## src/rtl/arb_pkg.sv

```systemverilog
// Shared types and constants for the 8-way round-robin arbiter.
// Holds the requester count, index width and the arbiter state encoding.
package arb_pkg;

    localparam int NUM_REQ = 8;
    localparam int IDX_W   = 3;
    localparam int HOLD_W  = 8;

    typedef enum logic {
        IDLE = 1'b0,
        BUSY = 1'b1
    } state_t;

    function automatic logic [NUM_REQ-1:0] idx_to_onehot(input logic [IDX_W-1:0] idx);
        logic [NUM_REQ-1:0] oh;
        oh      = '0;
        oh[idx] = 1'b1;
        return oh;
    endfunction

endpackage

```

## src/rtl/rr_pick.sv

```systemverilog
// Rotating-priority search: returns the first set request bit at or after ptr.
// Purely combinational; the arbiter registers the result.
module rr_pick
    import arb_pkg::*;
(
    input  logic [NUM_REQ-1:0] req,
    input  logic [IDX_W-1:0]   ptr,
    output logic [IDX_W-1:0]   idx,
    output logic               any
);

    logic [IDX_W-1:0] cand;

    // NOTE: every output gets a default before the loop, otherwise a request
    // pattern that assigns nothing would infer a latch.
    always_comb begin
        idx  = '0;
        any  = 1'b0;
        cand = '0;
        // Scan from farthest to nearest so the closest hit to ptr wins last.
        for (int i = NUM_REQ - 1; i >= 0; i--) begin
            cand = ptr + IDX_W'(i);
            if (req[cand]) begin
                idx = cand;
                any = 1'b1;
            end
        end
    end

endmodule

```

## src/rtl/rr_arbiter8.sv

```systemverilog
// 8-requester round-robin arbiter with done/req-drop release and a MAX_HOLD
// forced release; every output is driven straight from a flop.
module rr_arbiter8
    import arb_pkg::*;
#(
    parameter int MAX_HOLD = 15
) (
    input  logic               clk,
    input  logic               rst,
    input  logic [NUM_REQ-1:0] req,
    input  logic               done,
    output logic [NUM_REQ-1:0] gnt,
    output logic [IDX_W-1:0]   gnt_idx,
    output logic               gnt_valid,
    output logic               timeout
);

    localparam logic [HOLD_W-1:0] HOLD_LAST = HOLD_W'(MAX_HOLD - 1);

    state_t             state, state_nx;
    logic [IDX_W-1:0]   ptr, ptr_nx;
    logic [HOLD_W-1:0]  hold_cnt, hold_nx;
    logic [NUM_REQ-1:0] gnt_nx;
    logic [IDX_W-1:0]   idx_nx;
    logic               valid_nx;
    logic               timeout_nx;

    logic [IDX_W-1:0]   pick_idx;
    logic               pick_any;
    logic               expired;
    logic               holder_req;

    rr_pick u_pick (
        .req (req),
        .ptr (ptr),
        .idx (pick_idx),
        .any (pick_any)
    );

    always_comb begin
        state_nx   = state;
        ptr_nx     = ptr;
        hold_nx    = hold_cnt;
        gnt_nx     = gnt;
        idx_nx     = gnt_idx;
        valid_nx   = gnt_valid;
        timeout_nx = 1'b0;
        expired    = (hold_cnt == HOLD_LAST);
        holder_req = req[gnt_idx];

        case (state)
            IDLE: begin
                if (pick_any) begin
                    state_nx = BUSY;
                    gnt_nx   = idx_to_onehot(pick_idx);
                    idx_nx   = pick_idx;
                    valid_nx = 1'b1;
                    hold_nx  = '0;
                end else begin
                    gnt_nx   = '0;
                    idx_nx   = '0;
                    valid_nx = 1'b0;
                end
            end
            BUSY: begin
                if (done || !holder_req || expired) begin
                    state_nx   = IDLE;
                    gnt_nx     = '0;
                    idx_nx     = '0;
                    valid_nx   = 1'b0;
                    ptr_nx     = gnt_idx + IDX_W'(1);
                    // Only a pure expiry is a timeout; any normal release cause wins.
                    timeout_nx = !done && holder_req;
                end else if (hold_cnt != HOLD_LAST) begin
                    hold_nx = hold_cnt + HOLD_W'(1);
                end
            end
            default: begin
                state_nx = IDLE;
                gnt_nx   = '0;
                idx_nx   = '0;
                valid_nx = 1'b0;
            end
        endcase
    end

    // NOTE: state flops use non-blocking assignments so every register
    // samples the pre-edge values computed above, independent of order.
    always_ff @(posedge clk or posedge rst) begin
        if (rst) begin
            state     <= IDLE;
            ptr       <= '0;
            hold_cnt  <= '0;
            gnt       <= '0;
            gnt_idx   <= '0;
            gnt_valid <= 1'b0;
            timeout   <= 1'b0;
        end else begin
            state     <= state_nx;
            ptr       <= ptr_nx;
            hold_cnt  <= hold_nx;
            gnt       <= gnt_nx;
            gnt_idx   <= idx_nx;
            gnt_valid <= valid_nx;
            timeout   <= timeout_nx;
        end
    end

endmodule

```

## config.mk

```make
export PLATFORM = sky130hd
export DESIGN_NAME = rr_arbiter8
export DESIGN_NICKNAME = d
export VERILOG_FILES = /design/src/rtl/arb_pkg.sv /design/src/rtl/rr_pick.sv /design/src/rtl/rr_arbiter8.sv
export SDC_FILE = /design/constraint.sdc
export NUM_CORES = 1
export LEC_CHECK = 0
export CELL_PAD_IN_SITES_DETAIL_PLACEMENT = 0
export CELL_PAD_IN_SITES_GLOBAL_PLACEMENT = 2
export CORE_ASPECT_RATIO = 1.75
export CORE_MARGIN = 5
export CORE_UTILIZATION = 35
export DETAILED_ROUTE_END_ITERATION = 12
export PLACE_DENSITY_LB_ADDON = 0.05
export SYNTH_ARGS = -nofsm -noshare
export SYNTH_HDL_FRONTEND = slang
export SYNTH_SLANG_ARGS = --single-unit
```

## constraint.sdc

```tcl
create_clock -name clk -period 8.1 [get_ports clk]
set_clock_uncertainty 0.05 [all_clocks]
set_input_delay 1.215 -clock clk [delete_from_list [all_inputs] [get_ports clk]]
set_output_delay 1.215 -clock clk [all_outputs]
set_load 0.01 [all_outputs]
```

==> flow_summary.toml <==
[logic_synthesis]
synth.distinct_cells = 56
synth-warning-count = 0
synth_most_common_cell = "nand2_1"
synth_edf_count = 0
ys_top_cells_by_count = "nand2_1, nor2_1, dfrtp_1"
synth_flop_cell = "dfrtp_1"
synth_seq_cells = 25
netlist_area_um2 = 2380
yosys.area.top_type = "dfrtp_1"
yosysSeqAreaShare_pct = 26.3
synth_top_area_share_pct = 26.3
avgSynthCellArea_um2 = 8.92
netlist_instances = 267
async_flop_share_pct = 100
synth.net_count = 283
netlist_top_cells_area = "dfrtp_1, mux4_2, mux2i_1, nand2_1, mux2_2"

[layout]
drive_gt1_share_pct = 12.8
fill_cells = 673
fin_nets = 291
area_delta_synth_final_pct = 13.0
n_antenna_cell = 0

[worst_setup_path]
rrSetupSlack_ps = 4110
cpMostUsedCell = "nor2_1"
rr_endpoint = "gnt[0]"
cp_max_fo = 35
start_kind = "flip-flop"
slowest_stage = "ha_1"
path_class = "reg -> reg"
r2r_cells = 10
worstPathCellList = "buf_4, clkinv_2, ha_1, mux2_2, mux4_2, nor2_1, o2111ai_1, a31oi_1, nor2_1, o41ai_1"
critPathRequiredTime_ps = 8190
cpPeakStageDelay_ps = 840
endpoint_kind = "flip-flop"
arrival_ps = 4080
reg2reg_from = "ptr[0]"

[cts]
post-cts-setup-buffers = 0
clockBufferDepth = 2
cts_buffers = 3
clock_latency_ps = 260
cts_hold_buf = 0
clkTransAtPathRegs_ps = 60
htree_levels = 1
cts_tree = "built"
clock-sinks = 25
clockRootBuffer = "clkbuf_16"
cts_resized = 0

[global_routing]
first_global_vias = 2133
gr-usage-met1_pct = 19.2
grt_util_met3_pct = 1.18
grt_max_degree = 36
overflow = 0
grt_pass1_wl_um = 11300
grt_most_used_layer = "met2"
grt_antenna_before_repair = 0
grt_use_met2_pct = 29.7
grt_usage_pct = 16.7

[sta]
timing.hold.ws_ps = 432
grt_setup_unrepaired = "false"
finalCritPeriodShare_pct = 49.2
slew_violations = 0
setup_violations = 0
fin_crit_ps = 3990
worst_pin_slew_ps = 954
setup_tns_ps = 0
max_freq_mhz = 251
slew_headroom_pct = 36.3
finalHoldViolations = 0

[worst_hold_path]
hold-path-endpoint = "gnt[2]"
hold_path_class = "reg -> reg"
min_from = "gnt[2]"
worstHoldPathCells = 2

[drt]
vias_per_cell = 5.72
avgRoutedWirePerCell_um = 19.4
dr.pass1.iters = 4
ant_nets = 0
drc = 0
num_vias = 2038
drt_iter0_markers = 210
wl_um = 6910

[pwr]
power_density_nw_per_um2 = 449
p_leak_uw = 0.00111
clockPowerShare_pct = 8.9
p_switching_uw = 598
p_total_uw = 1210
irDropWorstVdd_mv = 0.160
intPower_uw = 611
switching_share_pct = 49.5
power_frac_seq_pct = 15.7
combPwrFrac_pct = 75.4

[place]
gp_congestion = 0.784
dpl.hpwl_um = 5240
numPortBuffers = 23

[floorplan]
core-area_um2 = 6590
rows = 39
io_pins = 24
die_area_um2 = 8620
die_w_um = 72.4
start_util_pct = 36.1
fp.dieH_um = 119

[outcome]
status = "finished clean"

[flow_run]
drv_cap = 0
-- placed cells by master (no fill, tap or decap), types with 6 or more instances in the layout --
cell type,instances
mux2_2,9
nor2_1,26
mux4_2,12
xor2_1,9
dfrtp_1,25
mux2i_1,19
clkdlybuf4s50_1,23
a21oi_1,7
nor3_1,7
nand2_1,34
inv_1,8
o21ai_0,6
-- stage by stage --
stage	utilization [%]	setup slack (ps)	std cells	area [um2]
global placement	39.6	3970	352	2610
detailed placement	39.6	4000	352	2610
finish	40.8	4110	356	2690
global route	40.8	3750	356	2690
CTS	40.8	4110	356	2690
floorplan	-	4800	267	2380
-- critical path: cells and delay by family (launching register included) --
kind | cells | cell delay (ps)
DFF | 1 | 320
AOI/OAI and AO/OA | 3 | 760
buffers and inverters | 2 | 610
and+or+nand+nor | 2 | 310
muxes | 2 | 960
adders and majority gates | 1 | 840
-- power groups by stage --
stage | sequential [uW] | combinational, uW | clock, uW
CTS | 191 | 914 | 111
global placement | 192 | 920 | 0
global route | 194 | 1000 | 119
finish | 190 | 911 | 108
detailed placement | 193 | 910 | 0
floorplan | 191 | 708 | 0
-- registers in the layout, summed over array words and instances, names as in the netlist --
register / cells
gnt: 8
gnt_idx: 3
gnt_valid: 1
hold_cnt: 8
ptr: 3
state: 1
timeout: 1
-- worst max path at each step --
stage | slack (ps) | from | endpoint | cells after the start
finish | 4110 | ptr[0] | gnt[0] | 10
global route | 3750 | ptr[0] | gnt[0] | 10
CTS | 4110 | ptr[0] | gnt[0] | 10
detailed placement | 4000 | req[4] | gnt[7] | 7
global placement | 3970 | req[7] | gnt[1] | 8
floorplan | 4800 | req[5] | gnt[2] | 8
-- metal layers --
metal / routed length [um] / vias to the layer above
met5: 0 / -
met4: 300 / 0
met3: 119 / 16
met2: 3820 / 34
met1: 2670 / 989
li1: - / 999
-- kinds of logic after synthesis --
family | count (synthesis) | synth area share (%)
compound gates | 53 | 16.5
flops | 25 | 26.3
buf+inv | 33 | 6.88
mux | 40 | 23.6
simple gates | 100 | 20.1
fa+ha+maj | 5 | 2.63
xor+xnor | 11 | 4.05
-- final cells by class --
class	instances	area [um2]	area share [%]
multi-input combinational	209	1590	59.2
clock buffer	4	78.8	2.93
timing repair buffer	26	253	9.40
inverter	10	38.8	1.44
sequential	25	626	23.3
tap	82	103	3.81
(Power assumes the default switching activity.)
